<file path="config.mk">
export PLATFORM = sky130hd
export DESIGN_NAME = vpu_load_seq_flat
export DESIGN_NICKNAME = d
export VERILOG_FILES = /design/src/rtl/vpu_load_seq_if.sv /design/src/rtl/vpu_load_seq.sv /design/src/flat_wrapper.sv
export SDC_FILE = /design/constraint.sdc
export NUM_CORES = 1
export LEC_CHECK = 0
export ABC_AREA = 1
export BUFFER_PORTS_ARGS = -buffer_cell sky130_fd_sc_hd__buf_2
export CORE_MARGIN = 2
export CORE_UTILIZATION = 55
export DETAILED_ROUTE_END_ITERATION = 12
export PLACE_DENSITY_LB_ADDON = 0.08
export RECOVER_POWER = 25
export SLEW_MARGIN = 20
export SYNTH_ARGS = -nofsm -noshare
export SYNTH_HDL_FRONTEND = slang
export SYNTH_SLANG_ARGS = --single-unit
</file>
<file path="constraint.sdc">
create_clock -name clk -period 3 [get_ports clk]
set_input_delay 0.3 -clock clk [delete_from_list [all_inputs] [get_ports clk]]
set_output_delay 0.3 -clock clk [all_outputs]
set_load 0.02 [all_outputs]
</file>
<file path="src/rtl/vpu_load_seq_if.sv">
// Tile stream channel into the load sequencer: valid/ready beats carrying A columns then W rows.
interface vpu_load_seq_if #(
    parameter int BUS_WIDTH = 32
) ();
    logic                 s_valid;
    logic                 s_ready;
    logic [BUS_WIDTH-1:0] s_data;

    modport master (
        output s_valid,
        output s_data,
        input  s_ready
    );

    modport slave (
        input  s_valid,
        input  s_data,
        output s_ready
    );
endinterface

</file>
<file path="src/rtl/vpu_load_seq.sv">
// Tile load sequencer: buffers one tile, replays it as aligned load bursts, then runs the deload window.
// Optional fill-stall statistics are enabled by defining VPU_LDSEQ_STATS_EN.
module vpu_load_seq #(
    parameter int N          = 4,
    parameter int BUS_WIDTH  = 32,
    parameter int LOAD_LAT   = 2,
    parameter int DELOAD_LAT = 1
) (
    input  logic                 clk,
    input  logic                 reset,
    input  logic                 start,
    vpu_load_seq_if.slave        s,
    output logic                 load_a,
    output logic                 load_w,
    output logic [BUS_WIDTH-1:0] a,
    output logic [BUS_WIDTH-1:0] w,
    output logic                 deload,
    output logic [$clog2(N)-1:0] count_deload_a,
    output logic [$clog2(N)-1:0] count_deload_w,
    output logic [N-1:0]         johnson_count,
    output logic                 busy,
    output logic                 done,
    output logic [15:0]          stall_cycles
);
    localparam int IW = $clog2(N);
    localparam int BW = $clog2(2 * N);
    localparam int DW = $clog2(LOAD_LAT + 2);

    typedef enum logic [2:0] {
        ST_IDLE   = 3'd0,
        ST_FILL   = 3'd1,
        ST_BURST  = 3'd2,
        ST_DRAIN  = 3'd3,
        ST_DELOAD = 3'd4,
        ST_DONE   = 3'd5
    } state_t;

    function automatic logic [N-1:0] johnson_next(input logic [N-1:0] cur);
        return {cur[N-2:0], ~cur[N-1]};
    endfunction

    state_t               state_r;
    logic [BW-1:0]        beat_cnt_r;
    logic [IW-1:0]        burst_cnt_r;
    logic [DW-1:0]        drain_cnt_r;
    logic [IW-1:0]        idx_r;
    logic                 s_ready_r;
    logic                 load_r;
    logic                 deload_r;
    logic [N-1:0]         johnson_r;
    logic                 busy_r;
    logic                 accept_s;

    logic [BUS_WIDTH-1:0] tile_a_r [N];
    logic [BUS_WIDTH-1:0] tile_w_r [N];

    logic [BUS_WIDTH-1:0] a_pipe_r    [LOAD_LAT];
    logic [BUS_WIDTH-1:0] w_pipe_r    [LOAD_LAT];
    logic [IW-1:0]        idx_pipe_r  [DELOAD_LAT];
    logic                 last_pipe_r [DELOAD_LAT];

    assign accept_s  = s_ready_r & s.s_valid;
    assign s.s_ready = s_ready_r;

    // Sequencing FSM with its registered strobes, counters and Johnson phase
    always_ff @(posedge clk or negedge reset) begin
        if (!reset) begin
            state_r     <= ST_IDLE;
            beat_cnt_r  <= '0;
            burst_cnt_r <= '0;
            drain_cnt_r <= '0;
            idx_r       <= '0;
            s_ready_r   <= 1'b0;
            load_r      <= 1'b0;
            deload_r    <= 1'b0;
            johnson_r   <= '0;
            busy_r      <= 1'b0;
        end else begin
            case (state_r)
                ST_IDLE: begin
                    if (start) begin
                        state_r    <= ST_FILL;
                        s_ready_r  <= 1'b1;
                        busy_r     <= 1'b1;
                        beat_cnt_r <= '0;
                    end
                end
                ST_FILL: begin
                    if (accept_s) begin
                        beat_cnt_r <= beat_cnt_r + BW'(1);
                        if (beat_cnt_r == BW'(2 * N - 1)) begin
                            state_r     <= ST_BURST;
                            s_ready_r   <= 1'b0;
                            load_r      <= 1'b1;
                            burst_cnt_r <= '0;
                        end
                    end
                end
                ST_BURST: begin
                    // The run must stay unbroken: the loader restarts its write pointer on a strobe gap
                    burst_cnt_r <= burst_cnt_r + IW'(1);
                    if (burst_cnt_r == IW'(N - 1)) begin
                        state_r     <= ST_DRAIN;
                        load_r      <= 1'b0;
                        drain_cnt_r <= '0;
                    end
                end
                ST_DRAIN: begin
                    drain_cnt_r <= drain_cnt_r + DW'(1);
                    if (drain_cnt_r == DW'(LOAD_LAT)) begin
                        state_r   <= ST_DELOAD;
                        deload_r  <= 1'b1;
                        idx_r     <= '0;
                        johnson_r <= johnson_next('0);
                    end
                end
                ST_DELOAD: begin
                    idx_r     <= idx_r + IW'(1);
                    johnson_r <= johnson_next(johnson_r);
                    if (idx_r == IW'(N - 1)) begin
                        state_r   <= ST_DONE;
                        deload_r  <= 1'b0;
                        johnson_r <= '0;
                    end
                end
                ST_DONE: begin
                    // Stay until the delayed last index (and done) reaches the output
                    if (last_pipe_r[DELOAD_LAT-1]) begin
                        state_r <= ST_IDLE;
                        busy_r  <= 1'b0;
                    end
                end
                default: begin
                    state_r   <= ST_IDLE;
                    s_ready_r <= 1'b0;
                    load_r    <= 1'b0;
                    deload_r  <= 1'b0;
                    johnson_r <= '0;
                    busy_r    <= 1'b0;
                end
            endcase
        end
    end

    // Tile buffer write; contents need no reset since every slot is rewritten before it is read
    always_ff @(posedge clk) begin
        if (accept_s) begin
            if (beat_cnt_r[BW-1]) begin
                tile_w_r[beat_cnt_r[BW-2:0]] <= s.s_data;
            end else begin
                tile_a_r[beat_cnt_r[BW-2:0]] <= s.s_data;
            end
        end
    end

    // Load data pipeline aligning a/w with the loader's sample point; idle slots carry zero
    always_ff @(posedge clk or negedge reset) begin
        if (!reset) begin
            for (int i = 0; i < LOAD_LAT; i++) begin
                a_pipe_r[i] <= '0;
                w_pipe_r[i] <= '0;
            end
        end else begin
            a_pipe_r[0] <= load_r ? tile_a_r[burst_cnt_r] : '0;
            w_pipe_r[0] <= load_r ? tile_w_r[burst_cnt_r] : '0;
            for (int i = 1; i < LOAD_LAT; i++) begin
                a_pipe_r[i] <= a_pipe_r[i-1];
                w_pipe_r[i] <= w_pipe_r[i-1];
            end
        end
    end

    // Deload index pipeline; the last-index flag rides along and becomes done
    always_ff @(posedge clk or negedge reset) begin
        if (!reset) begin
            for (int i = 0; i < DELOAD_LAT; i++) begin
                idx_pipe_r[i]  <= '0;
                last_pipe_r[i] <= 1'b0;
            end
        end else begin
            idx_pipe_r[0]  <= deload_r ? idx_r : '0;
            last_pipe_r[0] <= deload_r && (idx_r == IW'(N - 1));
            for (int i = 1; i < DELOAD_LAT; i++) begin
                idx_pipe_r[i]  <= idx_pipe_r[i-1];
                last_pipe_r[i] <= last_pipe_r[i-1];
            end
        end
    end

`ifdef VPU_LDSEQ_STATS_EN
    logic [15:0] stall_r;

    // Fill-stall counter: cleared by an accepted start, saturating, held after the tile completes
    always_ff @(posedge clk or negedge reset) begin
        if (!reset) begin
            stall_r <= '0;
        end else if (state_r == ST_IDLE && start) begin
            stall_r <= '0;
        end else if (state_r == ST_FILL && !s.s_valid && stall_r != 16'hFFFF) begin
            stall_r <= stall_r + 16'd1;
        end
    end

    assign stall_cycles = stall_r;
`else
    assign stall_cycles = 16'd0;
`endif

    assign load_a         = load_r;
    assign load_w         = load_r;
    assign a              = a_pipe_r[LOAD_LAT-1];
    assign w              = w_pipe_r[LOAD_LAT-1];
    assign deload         = deload_r;
    assign count_deload_a = idx_pipe_r[DELOAD_LAT-1];
    assign count_deload_w = idx_pipe_r[DELOAD_LAT-1];
    assign johnson_count  = johnson_r;
    assign busy           = busy_r;
    assign done           = last_pipe_r[DELOAD_LAT-1];

endmodule

</file>
<file path="src/flat_wrapper.sv">
// flat-port wrapper written by rule: the top's interface ports become plain ports
module vpu_load_seq_flat 
#(
    parameter int N          = 4,
    parameter int BUS_WIDTH  = 32,
    parameter int LOAD_LAT   = 2,
    parameter int DELOAD_LAT = 1
)
  (clk, reset, start, load_a, load_w, a, w, deload, count_deload_a, count_deload_w, johnson_count, busy, done, stall_cycles, s_s_valid, s_s_data, s_s_ready);
  vpu_load_seq_if #(.BUS_WIDTH(BUS_WIDTH)) s_i ();
  input  logic clk;
  input  logic reset;
  input  logic start;
  output logic load_a;
  output logic load_w;
  output logic [BUS_WIDTH-1:0] a;
  output logic [BUS_WIDTH-1:0] w;
  output logic deload;
  output logic [$clog2(N)-1:0] count_deload_a;
  output logic [$clog2(N)-1:0] count_deload_w;
  output logic [N-1:0] johnson_count;
  output logic busy;
  output logic done;
  output logic [15:0] stall_cycles;
  input wire logic [$bits(s_i.s_valid)-1:0] s_s_valid;
  input wire logic [$bits(s_i.s_data)-1:0] s_s_data;
  output wire logic [$bits(s_i.s_ready)-1:0] s_s_ready;
  assign s_i.s_valid = s_s_valid;
  assign s_i.s_data = s_s_data;
  assign s_s_ready = s_i.s_ready;
  vpu_load_seq #(.N(N), .BUS_WIDTH(BUS_WIDTH), .LOAD_LAT(LOAD_LAT), .DELOAD_LAT(DELOAD_LAT)) u_core (.clk(clk), .reset(reset), .start(start), .s(s_i), .load_a(load_a), .load_w(load_w), .a(a), .w(w), .deload(deload), .count_deload_a(count_deload_a), .count_deload_w(count_deload_w), .johnson_count(johnson_count), .busy(busy), .done(done), .stall_cycles(stall_cycles));
endmodule
</file>
==> impl_results.md, run 1 <==
- Status: completed
- Combinational share of power: 0.178
- Crit path launch type: flop
- DR pass1 iterations: 4
- LEAKAGE: 0.00684 uW
- Worst path most repeated cell: nand2_1
- Initial core utilization: 0.558
- Fin. Hold Viols: 0
- Initial antenna violation count: 0
- Area added between synthesis and finish: 11.4%
- Hold_buf cts: 1
- First-pass GRT wire length: 44300 um
- Clock power frac: 0.353
- Peak supply drop: 442 uV
- Synth area leader: edfxtp_1
- Multi-input combinational cell area: 2600 um2
- Setup Crit Path Kind: reg -> reg
- DP HPWL: 15700 um
- CP top delay family: simple AND/OR/NAND/NOR gates
- WL final: 28000 um
- Vias in the first global route: 8024
- Top Ports: 130
- Grt ovf: 0
- Max Fanout on Critical Path: 22
- Starting DRT DRC Count: 634
- Syn Std Cell Area: 15000 um2
- Sw Ratio: 0.287
- Resized Gates After CTS: 0
- Worst EP arrival: 2.27 ns
- Register area share after synthesis: 0.764
- Final WS setup: 0.951 ns
- Yosys top cell area share: 0.512
- RD Place Congestion: 0.745
- Die H: 169 um
- Core Region: 26900 um2
- Switch Pwr: 3940 uW
- Row count: 60
- Overall power: 13800 uW
- Slew HR: 0.469
- Die ar.: 28600 um2
- Synthesized instance count: 1130
- Bufs on Longest Clock Path: 3
- Worst-path clk slew: 0.06 ns
- Slew Viols, Final: 0
- Setup violators final: 0
- Die Wd: 169 um
- P_int: 9810 uW
- Overall Global Routing Usage: 0.200
- Syn Area/Cell: 13.3 um2
- Clock Latency Late Sink: 0.53 ns
- Synth Warn #: 0
- Root buffer cell: clkbuf_16
- TritonCTS clock tree: built
- Yosys reg bits: 407
- Setup TNS: 0 ns
- Pwr Density: 823 nW/um2
- Register Area: 11500 um2
- Max Freq: 0.488 GHz
- N_diodes: 0
- Clk sinks: 407
- CP max-delay cell: nor2_4
- CP endpoint kind: flop
- Ranking of synthesized cells by area: edfxtp_1, dfrtp_1, nor2_1
- Max cap viols: 0
- DR vias: 8145
- Count of different cell masters after synthesis: 25
- H-tree depth: 2
- Port-buffer cells: 113
- Sequential group share of total power: 0.469
- Post-route DRC: 0
- Critical Path RT: 3.22 ns
- Final Cell Area: 16700 um2
- Total CTS buffers: 41
- Ordered cell list for the critical path: nand2_1 -> inv_1 -> nand2_1 -> nor2_4 -> buf_4
- # Post-CTS Setup Buffers: 0
- Final net count: 1236
- RSZ-0062 raised after global routing: false
- WP buf/inv: 2
- Clock Skew: 0.00851 ns
- Largest net degree at the start of global routing: 65
- Worst path max stage delay: 0.63 ns
- Pre-CTS worst setup slack: 0.890 ns
- Share of cells above drive strength 1: 0.145
- Final worst-path cycle share: 0.683
- Routed wire per std cell: 17.9 um
- ANT nets after route: 0
- DP Area: 15400 um2
- Vias per cell: 5.20
- Min Tclk post-route: 2.05 ns
- Layout filler cell count: 2120
- Slew @ Worst Pin: 0.795 ns
- Min-delay worst type: in -> reg
[cells in the mapped netlist]
library cell	count
clkbuf_2	12
nor2_1	274
nor2_2	1
nand4_1	1
nor2_4	2
a21oi_1	70
buf_6	12
inv_1	30
nand3_1	9
clkbuf_1	11
o21ai_0	138
buf_2	7
a31oi_1	2
buf_4	85
nand2_2	2
o21ai_1	2
dfrtp_1	151
conb_1	1
edfxtp_1	256
ha_1	9
o22ai_1	2
inv_2	3
buf_1	6
xnor2_1	1
nand2_1	43
[power by group through the flow]
stage	logic [uW]	clock network [uW]	registers, uW
after floorplan	1970	0	6470
after global placement	2420	0	6560
after detailed placement	2470	0	6570
after CTS	2500	4960	6450
after global routing	2810	5190	6490
final	2450	4850	6450
[sequential cells by signal, summed over array words and instances, names as in the netlist, 3 cells and up]
signal and cells:
u_core.a 32, u_core.a_pipe_r 32, u_core.beat_cnt_r 3, u_core.johnson_count 4, u_core.state_r 3, u_core.tile_a_r 128
u_core.tile_w_r 128, u_core.w 32, u_core.w_pipe_r 32
[path summary, 6_finish.rpt]
check                                    startpoint                     end  slack (ns)  depth (start not counted)
worst min register to register  u_core.w_pipe_r[62]            u_core.w[30]        0.35                          0
max in group asynchronous                     reset   u_core.burst_cnt_r[0]        1.74                          3
worst min-delay path                   s_s_data[28]  u_core.tile_w_r[0][28]        0.09                          1
worst max-delay path               u_core.s.s_ready   u_core.tile_a_r[0][0]        0.95                          5
worst max register to register     u_core.s.s_ready   u_core.tile_a_r[0][0]        0.95                          5
min in group asynchronous                     reset     u_core.w_pipe_r[51]        0.27                          2
[stage by stage]
stage               hold slack, ns  std cells   util
finish                      0.0919       1565  0.622
global placement             0.257       1488  0.575
floorplan                  0.00441       1145      -
global route                0.0906       1565  0.622
CTS                         0.0351       1565  0.623
detailed placement           0.258       1488  0.575
[final cells by class]
cell class / count / area share
Clock buffer: 65 / 0.0723
Clock inverter: 11 / 0.00502
Inverter: 33 / 0.00749
Multi-Input combinational cell: 572 / 0.156
Sequential cell: 407 / 0.686
Tap cell: 341 / 0.0255
Timing Repair Buffer: 136 / 0.0476
[cells by family after synthesis]
| group | count (synthesis) | share of synthesized area |
|---|---|---|
| AO/OA/AOI/OAI | 214 | 0.0717 |
| XOR/XNOR | 1 | 0.000584 |
| adder cells (fa/ha/maj) | 9 | 0.00750 |
| buffers and inverters | 166 | 0.0704 |
| flip-flops | 407 | 0.764 |
| other | 1 | 0.000250 |
| AND/OR/NAND/NOR | 332 | 0.0855 |
[placed cells by master (no fill, tap or decap), drive strengths merged]
master | Yosys | final
clkbuf | 23 | 96
conb | 1 | 16
nor2 | 277 | 277
xnor2 | 1 | 1
o21ai | 140 | 140
nand3 | 9 | 9
inv | 33 | 33
clkinv | 0 | 10
bufinv | 0 | 1
edfxtp | 256 | 256
nand4 | 1 | 1
ha | 9 | 9
buf | 110 | 104
a31oi | 2 | 2
dlygate4sd3 | 0 | 1
nand2 | 45 | 45
dfrtp | 151 | 151
o22ai | 2 | 2
a21oi | 70 | 70
[routing by layer]
| metal | GRT usage | share of wire | vias to the layer above |
|---|---|---|---|
| li1 | - | - | 3885 |
| met1 | 0.277 | 0.45 | 4046 |
| met2 | 0.333 | 0.49 | 173 |
| met3 | 0.0378 | 0.043 | 41 |
| met4 | 0.0513 | 0.018 | 0 |
| met5 | 0 | 0 | - |
Note: power is estimated with default switching activity, not from simulation.
==> run 2: changes to the inputs <==
--- a/config.mk
+++ b/config.mk
@@ -5,7 +5,7 @@
 export SDC_FILE = /design/constraint.sdc
 export NUM_CORES = 1
 export LEC_CHECK = 0
-export ABC_AREA = 1
+export ABC_AREA = 0
 export BUFFER_PORTS_ARGS = -buffer_cell sky130_fd_sc_hd__buf_2
 export CORE_MARGIN = 2
 export CORE_UTILIZATION = 55
==> constraint.sdc (replaced) <==
create_clock -name clk -period 1.9 [get_ports clk]
set_input_delay 0.19 -clock clk [delete_from_list [all_inputs] [get_ports clk]]
set_output_delay 0.19 -clock clk [all_outputs]
set_load 0.02 [all_outputs]
==> impl_results.md, run 2 <==
- Status: completed
- Worst-path clk slew: 0.06 ns (about the same)
- Worst path max stage delay: 0.76 ns (+0.13 ns)
- Max Freq: 0.575 GHz
- Register area share after synthesis: 0.778 (+0.0140)
- Yosys reg bits: 407 (unchanged)
- Max cap viols: 0 (unchanged)
- Routed wire per std cell: 20.6 um (+15%)
- # Post-CTS Setup Buffers: 0 (unchanged)
- Bufs on Longest Clock Path: 3 (unchanged)
- Clock power frac: 0.306 (-0.047)
- First-pass GRT wire length: 40700 um (-8.0%)
- EDFF count, synth: 256 (unchanged)
- Share of cells above drive strength 1: 0.281 (+0.136)
- Hold_buf cts: 33 (+32)
- TritonCTS clock tree: built
- LEAKAGE: 0.00668 uW (-2.4%)
- WL final: 25500 um (-8.9%)
- Setup violators final: 0 (unchanged)
- Worst hold slack: 0.133 ns (+0.0409 ns)
- WL met1: 11400 um (-9.9%)
- DR vias: 6661 (-18%)
- Grt ovf: 0 (unchanged)
- Die H: 168 um (-0.88%)
- Area added between synthesis and finish: 15.6%
- Resized Gates After CTS: 0 (unchanged)
- Top-count cell post-synth: edfxtp_1
- Crit path launch type: flop
- Final worst-path cycle share: 0.916
- Post-layout util: 0.650 (+0.0283)
- Synth area leader: edfxtp_1
- Final WS setup: 0.160 ns (-0.791 ns)
- Clock Skew: 0.0150 ns (+0.00649 ns)
- Sequential group share of total power: 0.484 (+0.015)
- Yosys top cell area share: 0.522 (+0.00940)
- CP endpoint kind: output pin
- Slew HR: 0.337 (-0.132)
- Top Ports: 130 (unchanged)
- Setup TNS: 0 ns (unchanged)
- Met3 routed WL: 1030 um (-15%)
- Synth cell count leaders: edfxtp_1, dfrtp_1, buf_4
- Most frequent cells in the layout: edfxtp_1, dfrtp_1, buf_2
- Pre-CTS worst setup slack: 0.275 ns (-0.615 ns)
- Initial core utilization: 0.562 (+0.00395)
- RSZ-0062 raised after global routing: false
- Max Fanout on Critical Path: 28 (+27%)
- Vias in the first global route: 7118 (-11%)
- Max Used Layer: met4
- Critical Path RT: 1.71 ns (-1.51 ns)
- Min-delay worst type: in -> reg
- ANT nets after route: 0 (unchanged)
- Commonest non-fill, non-tap cell in the layout: edfxtp_1
- Initial antenna violation count: 0 (unchanged)
- Slew @ Worst Pin: 0.995 ns (+0.200 ns)
- Vias per cell: 5.38 (+3.4%)
- Port-buffer cells: 113 (unchanged)
- Asr flop ratio synth: 0.371 (unchanged)
- Fin. Hold Viols: 0 (unchanged)
- Root buffer cell: clkbuf_16
- Clk sinks: 407 (unchanged)
- Setup Crit Path Kind: reg -> out
- H-tree depth: 2 (unchanged)
- Largest net degree at the start of global routing: 41 (-37%)
- Overall Global Routing Usage: 0.191 (-0.00875)
- Die ar.: 28100 um2 (-1.8%)
- DR pass1 iterations: 4 (unchanged)
- Worst EP arrival: 1.55 ns (-0.72 ns)
- Clock Latency Late Sink: 0.53 ns (about the same)
- DP HPWL: 14900 um (-5.2%)
- Ranking of synthesized cells by area: edfxtp_1, dfrtp_1, mux4_2
- CP top delay family: flip-flops
- Starting DRT DRC Count: 485 (-24%)
- Slew Viols, Final: 0 (unchanged)
- Final net count: 916 (-26%)
- Row count: 59 (-1.7%)
- Core Region: 26200 um2 (-2.5%)
- Synthesized instance count: 750 (-34%)
- CP max-delay cell: dfrtp_2
- Total CTS buffers: 41 (unchanged)
- RD Place Congestion: 0.757 (+1.7%)
- P_int: 18000 uW (+83%)
- Peak supply drop: 765 uV (+73%)
- Synth Warn #: 0 (unchanged)
- Sw Ratio: 0.270 (-0.0163)
- Min Tclk post-route: 1.74 ns
- Syn Std Cell Area: 14700 um2 (-1.8%)
- WP buf/inv: 1 (-1)
- Metal2 WL: 12500 um (-8.0%)
- Syn Area/Cell: 19.6 um2 (+48%)
- Pwr Density: 1440 nW/um2 (+75%)
- Switch Pwr: 6650 uW (+69%)
- Post-route DRC: 0 (unchanged)
- N_diodes: 0 (unchanged)
- Primary FF master, synth: edfxtp_1
- Ordered cell list for the critical path: buf_2
- Die Wd: 168 um (-0.88%)
- Count of different cell masters after synthesis: 37 (+48%)
- Combinational share of power: 0.210 (+0.032)
## run 2: changes by cell type in the layout (fill, tap and decap cells not counted), moves of 11 or more
cell and delta:
a21oi_1 -62, and2_1 +68, buf_2 +13, clkbuf_1 -11
dlygate4sd3_1 +32, inv_1 -21, mux4_2 +64, nand2_1 -32
nor2_1 -261, o21ai_0 -128
## run 2: final cells by class
cell class | count | area (um2)
Inverter | 9 | 33.8
Clock buffer | 63 | 1150
Timing Repair Buffer | 174 | 1270
Tap cell | 335 | 419
Multi-Input combinational cell | 238 | 2570
Clock inverter | 12 | 123
Sequential cell | 407 | 11500
Fill cell | 1778 | 9170
## run 2: path summary, 6_finish.rpt
| check | startpoint | endpoint | slack, ns | cells past startpoint |
|---|---|---|---|---|
| worst max-delay path | u_core.load_a | load_a | 0.16 | 1 |
| worst min-delay path | start | u_core.busy | 0.13 | 4 |
| worst max register to register | u_core.state_r[0] | u_core.johnson_count[0] | 0.26 | 3 |
| worst min register to register | u_core.a_pipe_r[33] | u_core.a[1] | 0.34 | 0 |
| max in group asynchronous | reset | u_core.a_pipe_r[41] | 0.63 | 3 |
| min in group asynchronous | reset | u_core.johnson_count[1] | 0.38 | 2 |
## run 2: stage by stage
step / power, uW / area, um2 / std cells
3_3_place_gp: 17200 / 15500 / 1130
6_report: 24600 / 17000 / 1238
2_1_floorplan: 16100 / 14800 / 765
5_1_grt: 25800 / 17000 / 1238
4_1_cts: 25000 / 17100 / 1238
3_5_place_dp: 17300 / 15500 / 1130
## run 2: worst reg2reg max path: stages (launching register included)
cell     delay (ns)
dfrtp_1        0.65
inv_1          0.16
o22ai_1        0.36
mux2_1         0.36
## run 2: power by group through the flow
stage | Clock (uW) | Combinational (uW) | Sequential [uW]
finish | 7530 | 5160 | 11900
global route | 8080 | 5610 | 12100
CTS | 7740 | 5300 | 11900
detailed placement | 0 | 5230 | 12100
global placement | 0 | 5160 | 12000
floorplan | 0 | 4330 | 11700
## run 2: cell families (layout without fill, tap and decap cells)
logic type | count (synthesis) | count (layout) | synth area share
AO/OA/AOI/OAI | 34 | 34 | 0.0152
multiplexers | 67 | 67 | 0.100
AND/OR/NAND/NOR | 112 | 112 | 0.0431
other | 1 | 16 | 0.000254
buffers and inverters | 120 | 258 | 0.0556
flip-flops | 407 | 407 | 0.778
adder cells (fa/ha/maj) | 9 | 9 | 0.00764
## run 2: routing by layer
layer	global-route usage	vias up
met1	0.271	3499
li1	-	2940
met5	0	-
met4	0.0575	0
met3	0.0286	43
met2	0.316	179
==> run 3: changes to the inputs <==
--- a/config.mk
+++ b/config.mk
@@ -5,12 +5,12 @@
 export SDC_FILE = /design/constraint.sdc
 export NUM_CORES = 1
 export LEC_CHECK = 0
-export ABC_AREA = 0
+export ABC_AREA = 1
 export BUFFER_PORTS_ARGS = -buffer_cell sky130_fd_sc_hd__buf_2
 export CORE_MARGIN = 2
 export CORE_UTILIZATION = 55
 export DETAILED_ROUTE_END_ITERATION = 12
-export PLACE_DENSITY_LB_ADDON = 0.08
+export PLACE_DENSITY_LB_ADDON = 0.3
 export RECOVER_POWER = 25
 export SLEW_MARGIN = 20
 export SYNTH_ARGS = -nofsm -noshare
==> impl_results.md, run 3 (same netlist as run 1, synthesis figures left out) <==
- Status: completed
- Vias per cell: 5.29 (-1.6%)
- Layout filler cell count: 1902 (+7.0%)
- Core Region: 26900 um2 (+2.6%)
- Total CTS buffers: 40 (-2.4%)
- Post-Layout Cell Count: 1614 (+30%)
- First-pass GRT wire length: 46400 um (+14%)
- Setup violators final: 0 (unchanged)
- Max Fanout on Critical Path: 89 (+220%)
- Setup Crit Path Kind: reg -> reg
- Slew Viols, Final: 0 (unchanged)
- Sw Ratio: 0.284 (+0.0138)
- Final WS setup: 0.164 ns (+0.00350 ns)
- RSZ-0062 raised after global routing: false
- Row count: 60 (+1.7%)
- Hold path start: start
- Reg2Reg Depth: 6 (+3)
- Routed wire per std cell: 18.2 um (-12%)
- Most frequent cells in the layout: nor2_1, edfxtp_1, dfrtp_1
- Worst hold stages: 3 (-1)
- Clock power frac: 0.350 (+0.044)
- Overall power: 22100 uW (-10%)
- Critical Path RT: 2.30 ns (+0.59 ns)
- Initial core utilization: 0.558 (-0.00395)
- DP Area: 15700 um2 (+1.4%)
- Min Tclk post-route: 1.74 ns (-0.00350 ns)
- Top Ports: 130 (unchanged)
- Die Wd: 169 um (+0.89%)
- Vias in the first global route: 8490 (+19%)
- Initial antenna violation count: 0 (unchanged)
- Max cap viols: 0 (unchanged)
- Slew @ Worst Pin: 0.906 ns (-0.0888 ns)
- Setup TNS: 0 ns (unchanged)
- Die ar.: 28600 um2 (+1.8%)
- Final Cell Area: 17300 um2 (+1.5%)
- Placed cells: 1506 (+33%)
- Register Area: 11500 um2 (about the same)
- Pre-CTS worst setup slack: 0.188 ns (-0.0867 ns)
- Final worst-path cycle share: 0.914 (-0.00184)
- Peak supply drop: 977 uV (+28%)
- Ordered cell list for the critical path: buf_12 -> buf_4 -> nor2_1 -> nor2_1 -> o21ai_0 -> a21oi_1
- Worst EP arrival: 2.14 ns (+0.59 ns)
- Overall Global Routing Usage: 0.212 (+0.0201)
- P_int: 15800 uW (-12%)
- H-tree depth: 2 (unchanged)
- Fin. Hold Viols: 0 (unchanged)
- CP endpoint kind: flop
- RD Place Congestion: 0.786 (+3.8%)
- Root buffer cell: clkbuf_16
- Pwr Density: 1280 nW/um2 (-11%)
- TritonCTS clock tree: built
- WL final: 29300 um (+15%)
- Die H: 169 um (+0.89%)
- Share of cells above drive strength 1: 0.165 (-0.116)
- Min-delay worst type: in -> reg
- DP HPWL: 16900 um (+14%)
- Hold path endpoint: u_core.s.s_ready
- Post-route DRC: 0 (unchanged)
- Port-buffer cells: 113 (unchanged)
- Clock Skew: 0.0176 ns (+0.00262 ns)
- Clk sinks: 407 (unchanged)
- Combinational share of power: 0.195 (-0.015)
- Area added between synthesis and finish: 15.3%
- Commonest non-fill, non-tap cell in the layout: nor2_1
- Largest net degree at the start of global routing: 90 (+120%)
- LEAKAGE: 0.00713 uW (+6.9%)
- Multi-input combinational cell area: 2600 um2 (+1.3%)
- Slew HR: 0.396 (+0.0592)
- Final net count: 1285 (+40%)
- Sequential group share of total power: 0.455 (-0.029)
- Worst path max stage delay: 0.44 ns (-0.32 ns)
- ANT nets after route: 0 (unchanged)
- Worst-path clk slew: 0.06 ns (about the same)
- CP max-delay cell: dfrtp_4
- Starting DRT DRC Count: 840 (+73%)
- DR pass1 iterations: 5 (+1)
- DR vias: 8546 (+28%)
- Clock Latency Late Sink: 0.53 ns (about the same)
- Critical R2R Capture: u_core.w_pipe_r[47]
- Switch Pwr: 6280 uW (-5.5%)
- Reg2reg start: u_core.burst_cnt_r[0]
- Grt ovf: 0 (unchanged)
- Worst path most repeated cell: nor2_1
- Max Freq: 0.576 GHz (+0.20%)
- Crit path launch type: flop
- Bufs on Longest Clock Path: 3 (unchanged)
- R2R Setup Slk: 0.16 ns (-0.10 ns)
run 3: cell count changes in the layout (fill, tap and decap cells not counted), sizes merged, moves of 11 or more:
cell,delta
o21ai,+130
a21oi,+62
buf,+11
and2,-68
nor2,+264
mux4,-64
inv,+25
nand2,+34
run 3: layout make-up:
class / count / area share
sequential: 407 / 0.663
clock inverter: 14 / 0.00875
clock buffer: 60 / 0.0669
multi-input combinational: 572 / 0.150
tap: 341 / 0.0247
timing repair buffer: 186 / 0.0786
antenna: 1 / 0.000145
inverter: 33 / 0.00723
run 3: stage by stage:
step,hold slack (ns),util
final,0.0208,0.643
after global routing,0.0308,0.643
after CTS,0.00249,0.645
after detailed placement,0.0989,0.584
after global placement,0.106,0.584
after floorplan,-0.106,-
run 3: timing repair:
item	in CTS	in global routing
buffers inserted	0	0
hold endpoints to repair	396	0
setup endpoints to repair	0	0
hold buffers	33	0
gates resized for setup	0	0
run 3: power groups by stage:
| stage | Sequential [uW] | Combinational (uW) | Clock [uW] |
|---|---|---|---|
| after floorplan | 10200 | 3120 | 0 |
| after global placement | 10200 | 4160 | 0 |
| after detailed placement | 10200 | 4270 | 0 |
| after CTS | 10100 | 4350 | 7880 |
| after global routing | 10100 | 4900 | 8250 |
| final | 10100 | 4310 | 7740 |
run 3: worst max path at each step:
stage | start | endpoint | depth (start not counted)
after floorplan | u_core.s.s_ready | u_core.tile_w_r[0][0] | 4
after global placement | u_core.burst_cnt_r[0] | u_core.w_pipe_r[47] | 6
after detailed placement | u_core.burst_cnt_r[0] | u_core.w_pipe_r[47] | 6
after CTS | u_core.burst_cnt_r[0] | u_core.w_pipe_r[47] | 6
after global routing | u_core.burst_cnt_r[0] | u_core.w_pipe_r[47] | 6
final | u_core.burst_cnt_r[0] | u_core.w_pipe_r[47] | 6
run 3: critical path, delay by kind of cell, from the launching register on:
family / cells / cell delay (ns)
DFF: 1 / 0.44
buffers and inverters: 2 / 0.65
and+or+nand+nor: 2 / 0.14
AOI/OAI and AO/OA: 2 / 0.34
run 3: routing by layer:
layer	track usage	share of wire	wire [um]
met2	0.348	0.49	14400
met4	0.0665	0.021	629
met5	0	0	0
met3	0.0324	0.070	2040
met1	0.296	0.42	12300
